**src/rtl/aq_mmu_sysmap_cfg.sv**
```systemverilog
// System-map region table for the MMU.
// Software writes go into a shadow table. A commit checks that the shadow table
// is monotonic and then copies it into the active table in one cycle. Lookups
// use the active table and answer one cycle after they are accepted.
module aq_mmu_sysmap_cfg #(
    parameter int                   ADDR_WIDTH = 28,
    parameter int                   FLG_WIDTH  = 5,
    parameter int                   ENTRY_NUM  = 8,
    parameter logic [FLG_WIDTH-1:0] DFLT_FLG   = 5'b10011
) (
    input  logic                  forever_cpuclk,
    input  logic                  cpurst_b,
    input  logic                  regs_sysmap_wr_vld,
    input  logic [2:0]            regs_sysmap_wr_idx,
    input  logic                  regs_sysmap_wr_sel,
    input  logic [ADDR_WIDTH-1:0] regs_sysmap_wr_data,
    output logic                  sysmap_regs_wr_rdy,
    input  logic                  regs_sysmap_commit,
    output logic                  sysmap_regs_commit_done,
    output logic                  sysmap_regs_cfg_err,
    input  logic                  mmu_sysmap_req_vld,
    input  logic [ADDR_WIDTH-1:0] mmu_sysmap_pa,
    output logic                  sysmap_mmu_req_rdy,
    output logic                  sysmap_mmu_rsp_vld,
    output logic [FLG_WIDTH-1:0]  sysmap_mmu_flg
);

    typedef enum logic [1:0] {
        IDLE   = 2'd0,
        DRAIN  = 2'd1,
        COMMIT = 2'd2
    } state_t;

    state_t state, state_nxt;

    logic [ADDR_WIDTH-1:0] sh_addr  [ENTRY_NUM];
    logic [FLG_WIDTH-1:0]  sh_flg   [ENTRY_NUM];
    logic [ADDR_WIDTH-1:0] act_addr [ENTRY_NUM];
    logic [FLG_WIDTH-1:0]  act_flg  [ENTRY_NUM];

    logic [ADDR_WIDTH-1:0] pa_q;
    logic                  rsp_vld_q;
    logic                  done_q;
    logic                  cfg_err_q;

    logic                  wr_acc;
    logic                  req_acc;
    logic                  sh_mono;
    logic [ENTRY_NUM-1:0]  hit;
    logic [FLG_WIDTH-1:0]  hit_flg;

    assign sysmap_regs_wr_rdy      = (state == IDLE);
    assign sysmap_mmu_req_rdy      = (state == IDLE);
    assign wr_acc                  = regs_sysmap_wr_vld && sysmap_regs_wr_rdy;
    assign req_acc                 = mmu_sysmap_req_vld && sysmap_mmu_req_rdy;
    assign sysmap_mmu_rsp_vld      = rsp_vld_q;
    assign sysmap_regs_commit_done = done_q;
    assign sysmap_regs_cfg_err     = cfg_err_q;

    // Commit state register
    always_ff @(posedge forever_cpuclk or negedge cpurst_b) begin
        if (!cpurst_b) begin
            state <= IDLE;
        end else begin
            state <= state_nxt;
        end
    end

    // Next-state logic. DRAIN lasts one cycle because no lookups are accepted while it is active.
    always_comb begin
        state_nxt = state;
        case (state)
            IDLE: begin
                if (regs_sysmap_commit) begin
                    state_nxt = rsp_vld_q ? DRAIN : COMMIT;
                end
            end
            DRAIN:   state_nxt = COMMIT;
            COMMIT:  state_nxt = IDLE;
            default: state_nxt = IDLE;
        endcase
    end

    // Shadow table is only written by accepted configuration writes
    always_ff @(posedge forever_cpuclk or negedge cpurst_b) begin
        if (!cpurst_b) begin
            for (int unsigned i = 0; i < ENTRY_NUM; i++) begin
                sh_addr[i] <= '0;
                sh_flg[i]  <= DFLT_FLG;
            end
        end else if (wr_acc) begin
            if (regs_sysmap_wr_sel) begin
                sh_flg[regs_sysmap_wr_idx] <= regs_sysmap_wr_data[FLG_WIDTH-1:0];
            end else begin
                sh_addr[regs_sysmap_wr_idx] <= regs_sysmap_wr_data;
            end
        end
    end

    // The shadow table can be committed only when its upper bounds never decrease
    always_comb begin
        sh_mono = 1'b1;
        for (int unsigned i = 1; i < ENTRY_NUM; i++) begin
            if (sh_addr[i] < sh_addr[i-1]) begin
                sh_mono = 1'b0;
            end
        end
    end

    // Active table and error flag. Both change only in the COMMIT state.
    always_ff @(posedge forever_cpuclk or negedge cpurst_b) begin
        if (!cpurst_b) begin
            for (int unsigned i = 0; i < ENTRY_NUM; i++) begin
                act_addr[i] <= '0;
                act_flg[i]  <= DFLT_FLG;
            end
            cfg_err_q <= 1'b0;
        end else if (state == COMMIT) begin
            if (sh_mono) begin
                for (int unsigned i = 0; i < ENTRY_NUM; i++) begin
                    act_addr[i] <= sh_addr[i];
                    act_flg[i]  <= sh_flg[i];
                end
                cfg_err_q <= 1'b0;
            end else begin
                cfg_err_q <= 1'b1;
            end
        end
    end

    // Commit-done pulse in the first IDLE cycle after COMMIT
    always_ff @(posedge forever_cpuclk or negedge cpurst_b) begin
        if (!cpurst_b) begin
            done_q <= 1'b0;
        end else begin
            done_q <= (state == COMMIT);
        end
    end

    // Lookup stage: registers the accepted PA and the response valid
    always_ff @(posedge forever_cpuclk or negedge cpurst_b) begin
        if (!cpurst_b) begin
            pa_q      <= '0;
            rsp_vld_q <= 1'b0;
        end else begin
            rsp_vld_q <= req_acc;
            if (req_acc) begin
                pa_q <= mmu_sysmap_pa;
            end
        end
    end

    // Region compare: each entry covers [addr(x-1), addr(x)). Entry 0 starts at zero.
    always_comb begin
        hit    = '0;
        hit[0] = (pa_q < act_addr[0]);
        for (int unsigned i = 1; i < ENTRY_NUM; i++) begin
            hit[i] = (act_addr[i-1] <= pa_q) && (pa_q < act_addr[i]);
        end
    end

    // One-hot flag mux. No hit, or more than one hit, falls back to the default flags.
    always_comb begin
        hit_flg = '0;
        for (int unsigned i = 0; i < ENTRY_NUM; i++) begin
            if (hit[i]) begin
                hit_flg = hit_flg | act_flg[i];
            end
        end
        sysmap_mmu_flg = $onehot(hit) ? hit_flg : DFLT_FLG;
    end

endmodule

```
**config.mk**
```make
export PLATFORM = sky130hd
export DESIGN_NAME = aq_mmu_sysmap_cfg
export DESIGN_NICKNAME = d
export VERILOG_FILES = /design/src/rtl/aq_mmu_sysmap_cfg.sv
export SDC_FILE = /design/constraint.sdc
export NUM_CORES = 1
export LEC_CHECK = 0
export ABC_AREA = 0
export CAP_MARGIN = 10
export CORE_AREA = 2 2 252 254
export CTS_CLUSTER_DIAMETER = 80
export CTS_CLUSTER_SIZE = 40
export DETAILED_ROUTE_END_ITERATION = 12
export DIE_AREA = 0 0 254 256
export MAX_ROUTING_LAYER = met4
export PLACE_DENSITY = 0.7
export SYNTH_ARGS = -nofsm -noshare
export SYNTH_HDL_FRONTEND = slang
export SYNTH_SLANG_ARGS = --single-unit
```
**constraint.sdc**
```tcl
create_clock -name forever_cpuclk -period 12.9 [get_ports forever_cpuclk]
set_clock_uncertainty 0.2 [all_clocks]
set_input_delay 2.58 -clock forever_cpuclk [delete_from_list [all_inputs] [get_ports forever_cpuclk]]
set_output_delay 2.58 -clock forever_cpuclk [all_outputs]
set_load 0.02 [all_outputs]
```
==> key figures, run 1 <==
Status
  • Outcome: complete, no violations

Logic synthesis
  • Post-synthesis sequential area ratio: between 40% and 50%
  • Flops & latches, synth: between 500 and 600
  • Number of synthesized flops with an enable pin: 0
  • Share of synthesized registers carrying an async set or reset: 100%
  • Syn Nets: around 3,200
  • Yosys warnings: 0
  • Yosys cell types: between 60 and 70
  • Synthesized instance count: roughly 2,700
  • Dominant synthesized flop cell: dfrtp_1
  • Mapped Area: roughly 0.03 mm²
  • Syn avg cell area: around 11 µm²

Floorplanning
  • Core outline area: roughly 0.062 mm²
  • FP Rows: 92
  • Die height: ~260 µm
  • Ports: 75
  • Initial core utilization: slightly below 50%
  • Full die area: 0.0650 mm²
  • Die width: 254 µm

Worst setup path
  • Crit Path Class: flop to primary output
  • Launching point of the worst reg2reg path: sh_addr[43]
  • Worst-path maximum fanout: 8
  • CP Capture Type: primary output
  • CP Launch Type: flop
  • WP data required: approximately 10 ns
  • FF-to-FF path depth: 12
  • Flop-to-flop setup slack: 6.72 ns
  • CP arrival: between 7 and 8 ns
  • RR Endpoint: act_addr[99]
  • Setup crit start: pa_q[17]

Timing
  • Slew HR: around a fifth
  • Worst-margin pin slew: approximately 1.2 ns
  • Final Hold Violating Endpoints: 0
  • Pins Over Slew Limit: 0
  • Final setup fails: 0
  • Final min period: about 9.9 ns
  • Fmax: between 100 and 150 MHz
  • RSZ-0062 raised after global routing: no
  • Total negative slack: 0 ns
  • Final worst-path cycle share: between 70% and 80%

Global route
  • GRT Total Usage: 26.4%
  • Grt met1 use: roughly 33%
  • GR Overflow Total: 0
  • Vias in the first global route: 21,687
  • Busiest grt layer: met2
  • Largest net degree at the start of global routing: 170
  • First-pass GRT wire length: roughly 130,000 µm
  • Initial antenna violation count: 0
  • Met3 Use GR: about 2.7%
  • Met2 Track Usage GR: 43.4%

Clock network
  • Post-CTS sizing: 0
  • Post-CTS setup buffers: 0
  • Htree depth: 1
  • Clk Latency, worst-skew pair: between 0.6 and 0.7 ns
  • Root Driver: clkbuf_16
  • CTS tree: yes
  • CTS Buf Count: 30
  • Hold Buf Count CTS: 0
  • # clock sinks: between 500 and 600
  • Clock slew seen by the registers of the worst setup and hold paths: ~0.1 ns
  • CTS Buffer Depth: 3

Layout
  • Commonest non-fill, non-tap cell in the layout: dfrtp_1
  • Area growth, synth to finish: 8.90%
  • Fraction of layout cells with a size suffix above 1: between 10 and 15%
  • Most frequent cells in the layout: dfrtp_1, ha_1, inv_1
  • ANT cells: 0
  • Nets: roughly 3,200
  • Fill count: between 5,000 and 6,000

Route
  • DR iter-0 viols: about 1,400
  • Detailed-route wire length per cell: about 23 µm
  • Post-Route WL: between 80,000 and 90,000 µm
  • Vias/cell: approximately 5.7
  • Detailed-route via count: around 21,000
  • Final ANT Viol Nets: 0
  • Drt drc: 0
  • Pre-antenna DRT Iters: 7

Power and ir drop
  • Power, Total: 5.30 mW
  • Pwr Density: roughly 160 mW/mm²
  • Leak: approximately 17 nW
  • Worst vdd ir: ~0.13 mV

Min path
  • Hold path cells: 1
  • Min-delay src: state[1]
  • Worst Hold Class: flop to flop
  • Hold path endpoint: state[1]

Job
  • Max Cap Viol: 0

Placement
  • HPWL after DPL: approximately 62,000 µm
  • Buffers on Ports: 74
  • GP Congestion: 0.930
report_power, final:
group	internal (mW)	switching, mW
sequential	2.07	0.291
clock	0.502	0.716
combinational	0.705	1.01
total	3.28	2.02
kinds of logic (layout without fill, tap and decap cells):
kind of cell,count (synthesis),after routing,share of synthesized area [%]
flops,561,561,45.8
compound gates,505,505,9.75
fa+ha+maj,419,419,17.1
simple gates,460,460,7.14
mux,422,422,15.4
buf+inv,349,422,4.74
layout make-up:
cell class	instances	area (µm²)	area share [%]
Clock buffer	31	776	2.32
Sequential cell	561	14100	42.1
Inverter	276	1040	3.09
Timing Repair Buffer	90	891	2.66
Multi-Input combinational cell	1806	15300	45.6
Clock inverter	25	384	1.15
Tap cell	846	1060	3.16
per-stage QoR:
step	cells	hold slack [ns]	setup WS (ns)	util (%)	area, µm²
2_1_floorplan	2716	0.218	5.42	-	30800
3_3_place_gp	3579	0.229	3.97	51.8	32300
3_5_place_dp	3579	0.243	3.87	51.8	32300
4_1_cts	3635	0.258	3.13	53.7	33500
5_1_grt	3635	0.303	2.60	53.7	33500
6_report	3635	0.255	3.03	53.7	33500
flip-flops by register name, summed over array words and instances (netlist names):
register and count:
act_addr 224, state 2, sysmap_mmu_rsp_vld 1, sh_flg 40, act_flg 40, sysmap_regs_commit_done 1
sysmap_regs_cfg_err 1, pa_q 28, sh_addr 224
metal layers:
metal	vias up	part of all wire [%]
met3	140	4.0
li1	9776	-
met2	422	48
met5	-	0
met1	10555	43
met4	0	4.8
critical path, stage by stage, from the launching register on:
cell             delay [ns]
dfrtp_1                0.36
inv_1                  0.18
ha_1                   0.35
and4_1                 0.29
nor4bb_1               0.66
nand2_1                0.16
o311a_1                0.17
a21oi_1                0.42
nor4b_2                0.89
inv_1                  0.19
fa_1                   0.52
inv_1                  0.09
ha_1                   0.17
inv_1                  0.06
fa_1                   0.38
a211oi_1               0.20
mux2_2                 0.19
nand3_1                0.16
a221oi_1               0.29
nand3_1                0.15
clkdlybuf4s50_1        0.57
worst max-delay path by stage:
stage                              endpoint  slack, ns  cells after the start
after CTS                 sysmap_mmu_flg[1]       3.13                     22
after global placement    sysmap_mmu_flg[1]       3.97                     22
after floorplan           sysmap_mmu_flg[0]       5.42                     21
after detailed placement  sysmap_mmu_flg[1]       3.87                     22
final                     sysmap_mmu_flg[1]       3.03                     20
after global routing      sysmap_mmu_flg[1]       2.60                     22
cell usage after synthesis (4+ instances only):
cell type | count | area [µm²]
buf_4 | 19 | 143
o21a_1 | 5 | 37.5
nor3_1 | 18 | 90.1
a2111oi_0 | 7 | 61.3
and2_1 | 6 | 37.5
nand4_1 | 61 | 382
a21o_1 | 51 | 383
nor2_1 | 48 | 180
a221oi_1 | 13 | 114
a211o_1 | 5 | 43.8
nor4_1 | 4 | 25.0
nor2b_1 | 15 | 93.8
and4_1 | 18 | 158
o21ai_0 | 200 | 1000
dfstp_2 | 48 | 1260
nand2b_1 | 11 | 68.8
a211oi_1 | 13 | 97.6
o211ai_1 | 15 | 113
inv_1 | 276 | 1040
mux2_1 | 249 | 2800
dfrtp_1 | 513 | 12800
mux2_2 | 173 | 1950
a21oi_1 | 149 | 746
clkbuf_1 | 41 | 154
nand3_1 | 36 | 180
nand2_1 | 225 | 845
ha_1 | 416 | 5200
a22oi_1 | 9 | 67.6
or3_1 | 4 | 25.0
buf_6 | 10 | 113
o31ai_1 | 4 | 30.0
No activity file was read; power rests on OpenSTA's default activity.
==> inputs of run 2 (changes only) <==
Clock period 12.9 ns to 9.3 ns, I/O delays scaled along.
==> run 2 against run 1 <==
  * Non-clock buffer count is 5 higher
  * Routed wire length is 1.2% higher
  * Largest cell class unchanged
  * Register-to-register slack worse by 3.0 ns
  * Flip-flop and latch count stayed put
  * Hold slack lost 0.0018 ns
==> key figures, run 2 (synthesis gave the netlist of run 1 again) <==
Min path
  • Hold path cells: 1 (unchanged)
  • Hold path endpoint: state[1]
  • Min-delay src: state[1]
  • Worst Hold Class: flop to flop

Worst setup path
  • Flop-to-flop setup slack: 3.75 ns (-2.97 ns)
  • Buf/Inv on CP: 5 (unchanged)
  • Crit-path leading delay family: adder cells
  • Top cell by count, worst path: inv_1
  • CP Capture Type: primary output
  • Crit Path Class: flop to primary output
  • Crit-path cells: inv_1, ha_1, nand4_1, nor4_2, nand4_1, or3_1, o21ai_1, nand2b_1, ha_1, inv_1, fa_1, fa_1, inv_1, ha_1, inv_1, fa_1, a211oi_1, mux2_2, nand3_1, a221oi_1, nand3_1, clkdlybuf4s50_1
  • Launching point of the worst reg2reg path: sh_addr[42]
  • FF-to-FF path depth: 12 (unchanged)
  • CP Launch Type: flop
  • WP data required: 7.24 ns (-2.88 ns)
  • Worst path depth: 22 (+10%)
  • CP max stage cell: clkdlybuf4s50_1
  • Worst-path maximum fanout: 8 (unchanged)
  • Slowest stage delay, CP: 0.57 ns (-0.32 ns)
  • RR Endpoint: act_addr[18]
  • CP arrival: 6.80 ns (-0.29 ns)

Global route
  • Initial antenna violation count: 0 (unchanged)
  • Vias in the first global route: 21,813 (+0.58%)
  • GRT Total Usage: 26.8% (+0.37 points)
  • Largest net degree at the start of global routing: 190 (+12%)
  • Busiest grt layer: met2
  • Met2 Track Usage GR: 43.0% (-0.33 points)
  • Met3 Use GR: 2.51% (-0.16 points)
  • GR Overflow Total: 0 (unchanged)
  • Grt met1 use: 35.1% (+1.7 points)
  • First-pass GRT wire length: 129,000 µm (+1.0%)

Clock network
  • Clk Latency, worst-skew pair: 0.60 ns (-0.04 ns)
  • Hold Buf Count CTS: 0 (unchanged)
  • Clock slew seen by the registers of the worst setup and hold paths: 0.10 ns (about the same)
  • Root Driver: clkbuf_16
  • CTS Buf Count: 34 (+13%)
  • Htree depth: 2 (+1)
  • # clock sinks: 561 (unchanged)
  • Post-CTS setup buffers: 0 (unchanged)
  • CTS Buffer Depth: 3 (unchanged)
  • CTS tree: yes

Placement
  • GP Congestion: 0.963 (+3.5%)
  • Placed instance area: 0.0324 mm² (+0.12%)
  • Buffers on Ports: 74 (unchanged)
  • HPWL after DPL: 62,700 µm (+0.49%)

Layout
  • Most frequent cells in the layout: dfrtp_1, ha_1, inv_1
  • Area growth, synth to finish: 9.67%
  • Finished Cell Area: 0.0337 mm² (+0.71%)
  • Nets: 3,258 (+0.28%)
  • Multi-input combinational cell area: 0.0153 mm² (+0.14%)
  • Register Area: 0.0141 mm² (unchanged)
  • Fill count: 5,324 (-1.6%)
  • Commonest non-fill, non-tap cell in the layout: dfrtp_1
  • Largest regs: act_addr: 224 flops, sh_addr: 224 flops
  • Fraction of layout cells with a size suffix above 1: 11.4% (+0.49 points)

Timing
  • RSZ-0062 raised after global routing: no
  • Final setup fails: 0 (unchanged)
  • Final min period: slightly below 9 ns
  • Worst-margin pin slew: 1.18 ns (-0.00438 ns)
  • Slew HR: 21.3% (+0.29 points)
  • Final worst-path cycle share: between 90 and 100%
  • Total negative slack: 0 ns (unchanged)
  • Fmax: between 100 and 150 MHz
  • Final Hold Violating Endpoints: 0 (unchanged)
  • Pins Over Slew Limit: 0 (unchanged)

Floorplanning
  • Die height: 256 µm (unchanged)
  • Ports: 75 (unchanged)
  • FP Rows: 92 (unchanged)
  • Die width: 254 µm (unchanged)
  • Full die area: 0.0650 mm² (unchanged)
  • Initial core utilization: 49.3% (unchanged)
  • Core outline area: 0.0624 mm² (unchanged)

Route
  • Drt drc: 0 (unchanged)
  • Final ANT Viol Nets: 0 (unchanged)
  • Post-Route WL: 83,100 µm (+1.2%)
  • Detailed-route wire length per cell: 22.8 µm (+0.86%)
  • Vias/cell: 5.75 (about the same)
  • Pre-antenna DRT Iters: 7 (unchanged)
  • Detailed-route via count: 20,965 (+0.34%)
  • DR iter-0 viols: 1,492 (+8.7%)

Status
  • Outcome: complete, no violations

Power and ir drop
  • Worst vdd ir: 0.226 mV (+72%)
  • Leak: 16.9 nW (+0.67%)
  • Pwr Density: 225 mW/mm² (+42%)

Job
  • Max Cap Viol: 0 (unchanged)
-- run 2: changes by cell type in the layout (fill, tap and decap cells not counted), sizes merged --
cell | before | now
clkbuf | 31 | 38
inv | 293 | 286
buf | 17 | 22
bufinv | 0 | 3
clkinv | 7 | 9
clkinvlp | 1 | 2
diode | 0 | 1
-- run 2: final cells by class --
cell class                      instances  area share [%]
Antenna cell                            1         0.00742
Tap cell                              846            3.14
Inverter                              276            3.07
Sequential cell                       561            41.8
Clock buffer                           38            2.78
Timing Repair Buffer                   95            2.75
Clock inverter                         24            1.18
Multi-Input combinational cell       1806            45.3
-- run 2: layer usage --
layer / vias up / share of wire, %
met4: 0 / 4.2
met5: - / 0
met1: 10647 / 44
met2: 397 / 48
met3: 127 / 3.7
li1: 9794 / -
-- run 2: power breakdown --
group	leakage (nW)	switching [mW]	internal [mW]
clock	0.641	1.00	0.886
sequential	7.17	0.393	2.88
combinational	9.12	1.43	0.986
-- run 2: how the worst max path moves through the flow --
stage	slack (ns)	from	endpoint
after global placement	0.92	pa_q[26]	sysmap_mmu_flg[4]
after floorplan	2.54	pa_q[15]	sysmap_mmu_flg[0]
after detailed placement	0.91	pa_q[26]	sysmap_mmu_flg[0]
after global routing	0.03	pa_q[26]	sysmap_mmu_flg[4]
after CTS	0.21	pa_q[26]	sysmap_mmu_flg[4]
final	0.44	pa_q[26]	sysmap_mmu_flg[4]
-- run 2: per-stage QoR --
stage               power (mW)  std cells  utilization, %  worst slack (ns)  hold slack (ns)
CTS                       7.59       3646            54.0             0.214            0.251
global placement          5.55       3584            51.9             0.918            0.230
detailed placement        5.69       3584            51.9             0.913            0.238
global route              8.07       3646            54.1            0.0312            0.310
finish                    7.58       3647            54.1             0.443            0.253
floorplan                 4.73       2716               -              2.54            0.218
-- run 2: timing repair --
action | 4_1_cts | 5_1_grt
setup endpoints to repair | 0 | 5
resized for setup | 0 | 6
endpoints found under the hold margin | 0 | 0
